<file path="src/rtl/reset_seq_pkg.sv">
// Shared types and sizing helpers for the reset sequencer.
// The sequencer FSM states and the width rule for its single shared counter.
package reset_seq_pkg;

    typedef enum logic [2:0] {
        SYNC,
        HOLD,
        WAIT_RDY,
        DONE,
        SW_ASSERT
    } seq_state_e;

    // One counter serves both the hold and the ready-timeout windows.
    function automatic int ctr_width(input int hold_cycles, input int timeout_cycles);
        int max_cycles;
        max_cycles = (hold_cycles > timeout_cycles) ? hold_cycles : timeout_cycles;
        return (max_cycles < 1) ? 1 : $clog2(max_cycles + 1);
    endfunction

endpackage

</file>
<file path="src/rtl/reset_sync.sv">
// Board-reset synchronizer: asserts asynchronously, releases after STAGES edges.
// rel_next_o flags that the final stage drops on the coming edge.
module reset_sync #(
    parameter int STAGES = 2
) (
    input  logic clk_i,
    input  logic rst_i,
    output logic rst_o,
    output logic rel_next_o
);

    logic [STAGES-1:0] sync_q;

    // NOTE: sequential state uses non-blocking assignments so every flop samples pre-edge values.
    always_ff @(posedge clk_i or posedge rst_i) begin
        if (rst_i) begin
            sync_q <= '1;
        end else begin
            sync_q <= {sync_q[STAGES-2:0], 1'b0};
        end
    end

    assign rst_o      = sync_q[STAGES-1];
    assign rel_next_o = ~sync_q[STAGES-2];

endmodule

</file>
<file path="src/rtl/reset_sequencer.sv">
// Central reset controller: synchronizes board reset, then releases each domain
// reset in index order with a fixed hold and an optional ready handshake.
module reset_sequencer
    import reset_seq_pkg::*;
#(
    parameter int NUM_DOMAINS    = 3,
    parameter int SYNC_STAGES    = 2,
    parameter int HOLD_CYCLES    = 4,
    parameter int TIMEOUT_CYCLES = 8
) (
    input  logic                           clk,
    input  logic                           reset,
    input  logic                           sw_reset_req,
    input  logic [NUM_DOMAINS-1:0]         dom_ready,
    output logic [NUM_DOMAINS-1:0]         dom_reset,
    output logic                           seq_busy,
    output logic                           seq_done,
    output logic                           timeout_err,
    output logic [$clog2(NUM_DOMAINS):0]   cur_stage
);

    localparam int STAGE_W = $clog2(NUM_DOMAINS) + 1;
    localparam int CTR_W   = ctr_width(HOLD_CYCLES, TIMEOUT_CYCLES);

    localparam logic [CTR_W-1:0]   HOLD_LAST  = CTR_W'(HOLD_CYCLES - 1);
    localparam logic [CTR_W-1:0]   TO_LAST    = CTR_W'((TIMEOUT_CYCLES > 0) ? TIMEOUT_CYCLES - 1 : 0);
    localparam logic [STAGE_W-1:0] LAST_STAGE = STAGE_W'(NUM_DOMAINS - 1);
    localparam bit                 HANDSHAKE  = (TIMEOUT_CYCLES > 0);

    seq_state_e               state_q, state_d;
    logic [CTR_W-1:0]         ctr_q, ctr_d;
    logic [STAGE_W-1:0]       stage_q, stage_d;
    logic [NUM_DOMAINS-1:0]   dom_reset_q, dom_reset_d;
    logic                     busy_q, busy_d;
    logic                     done_q, done_d;
    logic                     err_q, err_d;

    logic                     rst_sync;
    logic                     rel_next;
    logic [NUM_DOMAINS-1:0]   stage_sel;
    logic                     ready_hit;
    logic                     advance;

    reset_sync #(
        .STAGES     (SYNC_STAGES)
    ) u_reset_sync (
        .clk_i      (clk),
        .rst_i      (reset),
        .rst_o      (rst_sync),
        .rel_next_o (rel_next)
    );

    assign stage_sel = NUM_DOMAINS'(1) << stage_q;
    assign ready_hit = |(dom_ready & stage_sel);

    // NOTE: every always_comb output gets a default first so no latch is inferred.
    always_comb begin
        state_d     = state_q;
        ctr_d       = ctr_q;
        stage_d     = stage_q;
        dom_reset_d = dom_reset_q;
        busy_d      = busy_q;
        done_d      = done_q;
        err_d       = err_q;
        advance     = 1'b0;

        case (state_q)
            SYNC: begin
                // Leave on the same edge that the synchronizer output drops.
                if (rel_next && rst_sync) begin
                    state_d = HOLD;
                    ctr_d   = '0;
                end
            end
            HOLD: begin
                if (ctr_q == HOLD_LAST) begin
                    dom_reset_d = dom_reset_q & ~stage_sel;
                    ctr_d       = '0;
                    if (HANDSHAKE) state_d = WAIT_RDY;
                    else           advance = 1'b1;
                end else begin
                    ctr_d = ctr_q + 1'b1;
                end
            end
            WAIT_RDY: begin
                if (ready_hit) begin
                    advance = 1'b1;
                end else if (ctr_q == TO_LAST) begin
                    err_d   = 1'b1;
                    advance = 1'b1;
                end else begin
                    ctr_d = ctr_q + 1'b1;
                end
            end
            SW_ASSERT: begin
                if (ctr_q == HOLD_LAST) begin
                    state_d = HOLD;
                    ctr_d   = '0;
                end else begin
                    ctr_d = ctr_q + 1'b1;
                end
            end
            DONE: begin
            end
            default: begin
                state_d = SYNC;
            end
        endcase

        if (advance) begin
            ctr_d = '0;
            if (stage_q == LAST_STAGE) begin
                state_d = DONE;
                busy_d  = 1'b0;
                done_d  = 1'b1;
            end else begin
                stage_d = stage_q + 1'b1;
                state_d = HOLD;
            end
        end

        // Software re-reset overrides whatever the state decided this edge.
        if (sw_reset_req && (state_q != SYNC)) begin
            state_d     = SW_ASSERT;
            ctr_d       = '0;
            stage_d     = '0;
            dom_reset_d = '1;
            busy_d      = 1'b1;
            done_d      = 1'b0;
            err_d       = 1'b0;
        end
    end

    always_ff @(posedge clk or posedge reset) begin
        if (reset) begin
            state_q     <= SYNC;
            ctr_q       <= '0;
            stage_q     <= '0;
            dom_reset_q <= '1;
            busy_q      <= 1'b1;
            done_q      <= 1'b0;
            err_q       <= 1'b0;
        end else begin
            state_q     <= state_d;
            ctr_q       <= ctr_d;
            stage_q     <= stage_d;
            dom_reset_q <= dom_reset_d;
            busy_q      <= busy_d;
            done_q      <= done_d;
            err_q       <= err_d;
        end
    end

    assign dom_reset   = dom_reset_q;
    assign seq_busy    = busy_q;
    assign seq_done    = done_q;
    assign timeout_err = err_q;
    assign cur_stage   = stage_q;

endmodule

</file>
<file path="config.mk">
export PLATFORM = sky130hd
export DESIGN_NAME = reset_sequencer
export DESIGN_NICKNAME = d
export VERILOG_FILES = /design/src/rtl/reset_seq_pkg.sv /design/src/rtl/reset_sync.sv /design/src/rtl/reset_sequencer.sv
export SDC_FILE = /design/constraint.sdc
export NUM_CORES = 1
export LEC_CHECK = 0
export CAP_MARGIN = 0
export CORE_UTILIZATION = 52
export DETAILED_ROUTE_END_ITERATION = 7
export GPL_ROUTABILITY_DRIVEN = 0
export PLACE_DENSITY = 0.86
export SLEW_MARGIN = 10
export SYNTH_ARGS = -nofsm -noshare
export SYNTH_HDL_FRONTEND = slang
export SYNTH_SLANG_ARGS = --single-unit
</file>
<file path="constraint.sdc">
create_clock -name clk -period 2.6 [get_ports clk]
set_clock_uncertainty 0.2 [all_clocks]
set_input_delay 0.52 -clock clk [delete_from_list [all_inputs] [get_ports clk]]
set_output_delay 0.52 -clock clk [all_outputs]
set_load 0.02 [all_outputs]
</file>
After elaboration in Yosys (flattened, before gate mapping):

Index checks and enable logic that the tools add are counted.

* register bits after elaboration: 18
* input bits: 6

* $add $sub $neg: 2
* eq/ne operators: 15
* shifts and indexed selects: 1
* muxes and demuxes: 33
* bitwise gates (word level): 4
* reductions and logical operators: 20

Operators by type and width (number)
* two-way mux 3 bit: 11
* two-way mux 4 bit: 6
* != test 4 bit, second input constant: 5
* two-way mux 1 bit: 13
* case mux 3 bit (4 select lines): 1
* case mux 4 bit (3 select lines): 1
* nonzero test 2 bit: 6
* == test 3 x 2 -> 1 bit, second input constant: 3
* AND reduction 4 bit: 2
* bitwise AND 3 bit: 2
* AND reduction 2 bit: 3
* nonzero test 5 bit: 1
* adder 4 x 1 -> 4 bit, second input constant: 1
* == test 4 x 2 -> 1 bit, second input constant: 1
* == test 4 x 3 -> 1 bit, second input constant: 1
* != test 2 x 1 -> 1 bit, second input constant: 2
* OR reduction 2 bit: 2
* adder 3 x 1 -> 3 bit, second input constant: 1
* == test 3 x 1 -> 1 bit, second input constant: 1
* == test 3 bit, second input constant: 1
* logical NOT 3 bit: 1
* != test 3 x 1 -> 1 bit, second input constant: 1
* inverter 3 bit: 1
* AND reduction 3 bit: 1
* 6 further kinds: 7

Depth between registers and ports, before layout:

Gate-level depths: netlist of run 1.

* depth after elaboration: 7
* gate-level depth with buffers: 7

Cells and area by module:

From an unflattened synthesis of run 1, not the netlist that was laid out.

* cells, all modules: 104
* area, all modules: 1083.5 um^2

By module, submodules not included
* reset_sequencer: instances 1, cells each 99, area each 1019.7 um^2
* reset_sync: instances 1, cells each 5, area each 63.8 um^2

Worst setup path before layout of run 1:

No wires, ideal clock.

* path kind: flip-flop to flip-flop
* from: register stage_q[0] (netlist: cur_stage[0])
* to: register ctr_q[3]
* arrival time: 1.871 ns
* setup slack: 0.465 ns
* stages on the path, launching flop included: 8
* cells stage by stage: dfrtp_1 > inv_1 > ha_1 > a22oi_1 > o211ai_4 > o32a_4 > nor3_2 > a211o_1

* word-level cells in the longest chain between the ends: 7
* elaborated cells between the ends (all ways): 12

RTL lines
* start, declared: line reset_sequencer.sv:32 `logic [STAGE_W-1:0] stage_q, stage_d;`
* start signal, assigned: line reset_sequencer.sv:146 `stage_q <= stage_d;`
* << shifter 1 x 3 -> 3 bit *: line reset_sequencer.sv:53 `assign stage_sel = NUM_DOMAINS'(1) << stage_q;`
* bitwise AND 3 bit *: line reset_sequencer.sv:54 `assign ready_hit = |(dom_ready & stage_sel);`
* OR reduction 3 bit *: line reset_sequencer.sv:54
* two-way mux 1 bit: line reset_sequencer.sv:86 `if (ready_hit) begin`
* two-way mux 1 bit
* != test 4 bit (no source line) (tied with other cells)
* AND reduction 4 bit (no source line) or two-way mux 4 bit (tied branches)
* end signal, assigned: line reset_sequencer.sv:145 `ctr_q <= ctr_d;`
* end, declared: line reset_sequencer.sv:31 `logic [CTR_W-1:0] ctr_q, ctr_d;`

Every way passes the cells marked *; elsewhere a longest branch is shown, timed or not.
A chain may end at the register's enable or synchronous reset.

Final worst setup path of run 1:

Same ends and word-level chain as after synthesis.

==> reports/metrics.csv, run 1 <==
stage;metric;value;unit
routing;routed len/inst;15.0;µm
cts;TritonCTS clock tree;yes;
logic_synthesis;Synth area leader;dfrtp_1;
timing;Fmax;456;MHz
cts;post-CTS sizing;0;
grt;initial antenna violation count;0;
grt;Congestion Overflow GR;0;
logic_synthesis;Main synth FF type;dfrtp_1;
power;PwrDens;580;nW/µm²
timing;worst-margin pin slew;672;ps
die;core footprint;1760;µm²
logic_synthesis;syn avg cell area;9.37;µm²
logic_synthesis;commonest cells in the synthesized netlist;nand2_1, dfrtp_1, nor2_1;
placement;placed insts;143;
die;FP Rows;15;
finish;non-filler instance count after layout;147;
placement;Post-DP HPWL;1.57;mm
power;Worst VDD drop;0.382;mV
finish;Area Growth Syn to Fin;20.3;%
critical_path;CP Class;flip-flop to flip-flop;
timing;Final Max Slew Viols;0;
timing;RSZ-0062 raised after global routing;no;
power;clock share of power;26.0;%
finish;Antenna Cells;0;
die;die width;45.7;µm
cts;root buffer cell;clkbuf_4;
logic_synthesis;syn nets;117;
cts;# H-tree levels;1;
logic_synthesis;synthesized area;993;µm²
critical_path;data required time of the worst path;2660;ps
logic_synthesis;share of the synthesized area in the top cell type;30.2;%
logic_synthesis;asr flop ratio synth;100;%
critical_path;Worst R2R Path Depth;7;
die;Die Area;2090;µm²
routing;Routed Antenna Nets;0;
logic_synthesis;Cell variety after synth;35;
logic_synthesis;Yosys reg bits;18;
cts;Post-CTS Setup Bufs;0;
die;io pins;15;
timing;Final min period;2200;ps
placement;PortBufs;14;
routing;number of vias per cell;5.46;
timing;final setup vio count;0;
routing;DRT Pass-1 Iters;4;
placement;dpl cell area;1160;µm²
routing;vias;803;
timing;setup TNS;0;ps
grt;largest net degree at the start of global routing;19;
cts;cts bufs inserted;3;
timing;count of final hold-check violations;0;
grt;vias in the first global route;743;
timing;slew margin rel.;55.1;%
logic_synthesis;EDFF count, synth;0;
critical_path;CP startpoint kind;flip-flop;
logic_synthesis;cell with the most instances after synthesis;nand2_1;
die;Die Height;45.7;µm
routing;final wirelength;2.20;mm
power;Total Power;0.000694;W
critical_path;Worst Setup End Kind;flip-flop;
worst_hold_path;HP Class;flip-flop to flip-flop;
timing;Final period util;84.4;%
grt;first-pass GRT wire length;3.51;mm
timing;Fin Hold WS;172;ps
power;P_sw;0.000223;W
logic_synthesis;Ys Warns;0;
power;P_leak;0.503;nW
cts;clk slew on worst S/H paths;110;ps
routing;Starting DRT DRC Count;30;
power;Pint;0.000471;W
outcome;status;complete, no violations;
finish;nets;134;
cts;worst-skew pair later-pin latency;310;ps
die;Initial Util;56.3;%
finish;Final Cell Area;1190;µm²
cts;Bufs on Longest Clock Path;2;
grt;total global-route track usage;24.6;%
logic_synthesis;ranking of synthesized cells by area;dfrtp_1, dfstp_2, nand2_1;
critical_path;Crit Path Max Fanout;6;
logic_synthesis;Gate Count Post-Synth;106;
job;max-cap viol count;0;
power;Seq pwr share;49.8;%
finish;fraction of layout cells with a size suffix above 1;13.1;%
critical_path;Arr. time, crit path;2250;ps
logic_synthesis;post-synthesis sequential area ratio;46.1;%
routing;drt drc;0;
cts;clk sinks;18;
power;Sw Share;32.1;%
worst_hold_path;WHS Path Cells;0;
power;combinational cell fraction of total power;24.2;%
cts;Hold Buf Count CTS;0;
power by group through the flow:
| stage | Sequential [W] | Clock (W) | Combinational, W |
|---|---|---|---|
| 6_report | 0.000345 | 0.000181 | 0.000168 |
| 5_1_grt | 0.000350 | 0.000192 | 0.000188 |
| 4_1_cts | 0.000345 | 0.000182 | 0.000169 |
| 3_5_place_dp | 0.000350 | 0 | 0.000168 |
| 3_3_place_gp | 0.000349 | 0 | 0.000163 |
| 2_1_floorplan | 0.000327 | 0 | 0.000151 |
path summary, 6_finish.rpt:
path	slack [ps]	from	to
setup / recovery	400	cur_stage[0]	ctr_q[3]
hold / removal	170	u_reset_sync.sync_q[0]	u_reset_sync.sync_q[1]
setup reg to reg	400	cur_stage[0]	ctr_q[3]
hold reg to reg	170	u_reset_sync.sync_q[0]	u_reset_sync.sync_q[1]
max in group asynchronous	1370	reset	ctr_q[2]
min in group asynchronous	400	reset	ctr_q[3]
layout by cell type, fill, tap and decap left out, drive strengths merged, types with 2 or more instances in the layout:
cell type	instances
clkbuf	4
clkdlybuf4s50	14
nand3	4
nand2	18
nor3	2
ha	5
dfstp	6
nor2	7
nor2b	2
or2	2
xnor2	2
dfrtp	12
a21oi	5
nand2b	4
o21ai	10
nand3b	3
inv	6
through the flow:
stage	utilization, %	setup slack, ps
after CTS	67.7	415
final	67.7	405
after detailed placement	65.7	214
after floorplan	-	465
after global placement	65.7	329
after global routing	67.7	295
cell type report:
class / count / area, µm²
clock buffer: 4 / 36.3
fill: 148 / 569
inverter: 6 / 22.5
multi-input combinational: 79 / 499
sequential: 18 / 458
tap: 25 / 31.3
timing repair buffer: 15 / 148
metal layers:
| layer | GRT usage (%) | share of wire (%) |
|---|---|---|
| met4 | 14.1 | 2.2 |
| met1 | 31.3 | 42 |
| met5 | 0 | 0 |
| met3 | 5.56 | 3.8 |
| met2 | 38.6 | 52 |
kinds of logic (layout without fill, tap and decap cells):
group | count (synthesis) | in the layout | synth area share (%)
compound gates | 25 | 25 | 18.4
xor+xnor | 2 | 2 | 1.76
fa+ha+maj | 5 | 5 | 6.30
buf+inv | 9 | 25 | 3.65
flops | 18 | 18 | 46.1
other cells | 1 | 1 | 0.377
simple gates | 46 | 46 | 23.4
flip-flops by register name, summed over array words and instances (netlist names):
name / cells
seq_busy: 1
dom_reset: 3
seq_done: 1
u_reset_sync.sync_q: 2
ctr_q: 4
cur_stage: 3
timeout_err: 1
state_q: 3
critical path, cell delays in order, from the launching register on:
cell      delay (ps)
dfrtp_1          410
inv_1            100
ha_1             270
a22oi_1          340
o211ai_4         140
o32a_4           410
nor3_2           170
a211o_1          120
(Power assumes the default switching activity.)
==> run 2, diff against run 1 <==
--- a/config.mk
+++ b/config.mk
@@ -6,10 +6,11 @@
 export NUM_CORES = 1
 export LEC_CHECK = 0
 export CAP_MARGIN = 0
-export CORE_UTILIZATION = 52
+export CORE_ASPECT_RATIO = 1.5
+export CORE_UTILIZATION = 47
 export DETAILED_ROUTE_END_ITERATION = 7
 export GPL_ROUTABILITY_DRIVEN = 0
-export PLACE_DENSITY = 0.86
+export PLACE_DENSITY = 0.83
 export SLEW_MARGIN = 10
 export SYNTH_ARGS = -nofsm -noshare
 export SYNTH_HDL_FRONTEND = slang
==> constraint.sdc (replaced) <==
create_clock -name clk -period 2 [get_ports clk]
set_clock_uncertainty 0.2 [all_clocks]
set_input_delay 0.4 -clock clk [delete_from_list [all_inputs] [get_ports clk]]
set_output_delay 0.4 -clock clk [all_outputs]
set_load 0.02 [all_outputs]
==> reports/metrics.csv, run 2 (synthesis results as in run 1) <==
stage;metric;value;unit;change
outcome;status;complete, no violations;;unchanged
die;io pins;15;;unchanged
power;Sw Share;31.4;%;was 32.1%
finish;most frequent cells in the layout;nand2_1, dfrtp_1, clkdlybuf4s50_1, buf_4, nor2_1;;was nand2_1, clkdlybuf4s50_1, dfrtp_1, nor2_1
placement;dpl cell area;1200;µm²;was 1160 µm²
finish;nets;142;;was 134
power;P_sw;0.000295;W;was 0.000223 W
finish;Final Cell Area;1270;µm²;was 1190 µm²
cts;Hold Buf Count CTS;0;;unchanged
routing;final wirelength;2.21;mm;was 2.20 mm
cts;Bufs on Longest Clock Path;2;;unchanged
routing;drt drc;0;;unchanged
finish;Area Growth Syn to Fin;28.1;%;was 20.3%
finish;Antenna Cells;0;;unchanged
finish;number of flip-flops in the largest register;4;;unchanged
routing;routed length on met1;803;µm;was 932 µm
die;FP Rows;20;;was 15
critical_path;Crit Path Max Fanout;6;;unchanged
critical_path;worst setup path end;ctr_q[2];;was ctr_q[3]
timing;Fmax;522;MHz;was 456 MHz
critical_path;Arr. time, crit path;1930;ps;was 2250 ps
timing;Final period util;95.8;%;was 84.4%
finish;fraction of layout cells with a size suffix above 1;24.6;%;was 13.1%
routing;Starting DRT DRC Count;24;;was 30
routing;number of vias per cell;5.40;;was 5.46
timing;Fin Hold WS;170;ps;was 172 ps
die;core footprint;2000;µm²;was 1760 µm²
critical_path;RR Startpoint;cur_stage[1];;was cur_stage[0]
cts;TritonCTS clock tree;yes;;unchanged
power;PwrDens;739;nW/µm²;was 580 nW/µm²
die;Die Height;58.3;µm;was 45.7 µm
job;max-cap viol count;0;;unchanged
power;Seq pwr share;47.1;%;was 49.8%
routing;DRT Pass-1 Iters;4;;unchanged
power;Pint;0.000646;W;was 0.000471 W
finish;Top reg by flops;ctr_q;;unchanged
cts;root buffer cell;clkbuf_4;;unchanged
routing;met3 WL post-DR;77;µm;was 84 µm
critical_path;Worst R2R Path Depth;7;;unchanged
die;Die Area;2310;µm²;was 2090 µm²
finish;commonest non-fill, non-tap cell in the layout;nand2_1;;unchanged
placement;Post-DP HPWL;1.70;mm;was 1.57 mm
routing;vias;821;;was 803
routing;top sig layer;met4;;unchanged
routing;met2 wire length;1.30;mm;was 1.14 mm
grt;total global-route track usage;23.4;%;was 24.6%
timing;final setup vio count;0;;unchanged
grt;initial antenna violation count;0;;unchanged
placement;PortBufs;14;;unchanged
die;Initial Util;49.6;%;was 56.3%
timing;RSZ-0062 raised after global routing;no;;unchanged
critical_path;Worst Setup End Kind;flip-flop;;unchanged
routing;Routed Antenna Nets;0;;unchanged
power;combinational cell fraction of total power;29.8;%;was 24.2%
critical_path;Reg2Reg Setup Slack;80;ps;was 400 ps
critical_path;data required time of the worst path;2020;ps;was 2660 ps
timing;Final Max Slew Viols;0;;unchanged
cts;# H-tree levels;1;;unchanged
critical_path;CP startpoint kind;flip-flop;;unchanged
routing;routed len/inst;14.6;µm;was 15.0 µm
timing;count of final hold-check violations;0;;unchanged
die;die width;39.5;µm;was 45.7 µm
cts;clk slew on worst S/H paths;100;ps;was 110 ps
worst_hold_path;HP Class;flip-flop to flip-flop;;unchanged
power;P_leak;0.534;nW;was 0.503 nW
timing;Final min period;1920;ps;was 2200 ps
grt;vias in the first global route;793;;was 743
grt;first-pass GRT wire length;3.60;mm;was 3.51 mm
cts;clk sinks;18;;unchanged
grt;largest net degree at the start of global routing;19;;unchanged
critical_path;CP Launch Point;cur_stage[1];;was cur_stage[0]
power;Worst VDD drop;0.524;mV;was 0.382 mV
grt;Congestion Overflow GR;0;;unchanged
power;clock share of power;23.1;%;was 26.0%
cts;cts bufs inserted;3;;unchanged
critical_path;Critical R2R Capture;ctr_q[2];;was ctr_q[3]
cts;worst-skew pair later-pin latency;290;ps;was 310 ps
critical_path;CP Class;flip-flop to flip-flop;;unchanged
[run 2: cell types whose count changed in the layout (fill, tap and decap cells not counted), sizes merged]
cell / delta
dlygate4sd2: +5
buf: +8
clkdlybuf4s50: -5
[run 2: power by group through the flow]
stage / registers [W] / logic (W) / clock network (W)
6_report: 0.000443 / 0.000280 / 0.000217
5_1_grt: 0.000451 / 0.000312 / 0.000243
4_1_cts: 0.000444 / 0.000257 / 0.000220
3_5_place_dp: 0.000456 / 0.000238 / 0
3_3_place_gp: 0.000451 / 0.000223 / 0
2_1_floorplan: 0.000425 / 0.000196 / 0
[run 2: final cells by class]
class,count,area (µm²)
flip-flops and latches,18,460
well taps,22,27.5
fillers,162,729
multi-input cells,79,524
inverters,6,22.5
clock buffers,4,36.3
repair buffers,23,201
[run 2: worst min-delay path by stage]
stage / start / depth (start not counted) / to / slack, ps
2_1_floorplan: reset / 1 / ctr_q[0] / 130
3_3_place_gp: u_reset_sync.sync_q[0] / 0 / u_reset_sync.sync_q[1] / 150
3_5_place_dp: u_reset_sync.sync_q[0] / 0 / u_reset_sync.sync_q[1] / 160
4_1_cts: u_reset_sync.sync_q[0] / 0 / u_reset_sync.sync_q[1] / 170
5_1_grt: u_reset_sync.sync_q[0] / 0 / u_reset_sync.sync_q[1] / 180
6_report: u_reset_sync.sync_q[0] / 0 / u_reset_sync.sync_q[1] / 170
[run 2: routing by layer]
metal / GRT usage (%) / vias up
met3: 3.02 / 4
li1: - / 411
met1: 25.3 / 389
met4: 8.87 / 0
met5: 0 / -
met2: 43.1 / 17
[run 2: what timing repair did]
item                       4_1_cts  5_1_grt
setup endpoints to repair        6        3
buffers inserted                 1        2
resized for setup                5        5
gates cloned                     0        0
pin swaps                        1        3
[run 2: per-stage QoR]
| step | cells | setup slack [ps] | total power (W) | setup TNS [ps] | util, % |
|---|---|---|---|---|---|
| finish | 152 | 84.5 | 0.000941 | 0 | 63.6 |
| global route | 152 | 3.11 | 0.00101 | 0 | 63.6 |
| CTS | 150 | 18.4 | 0.000921 | 0 | 61.8 |
| detailed placement | 145 | -117 | 0.000693 | -272 | 59.9 |
| global placement | 145 | -64.9 | 0.000674 | -116 | 59.9 |
| floorplan | 106 | 10.7 | 0.000622 | 0 | - |
[run 2: critical path: stages, from the launching register on]
cell and delay, ps:
dfrtp_2 410, inv_1 80, ha_2 190, a22oi_2 260, o211ai_4 100, o32a_4 360, o21ai_2 130, o2bb2ai_1 120
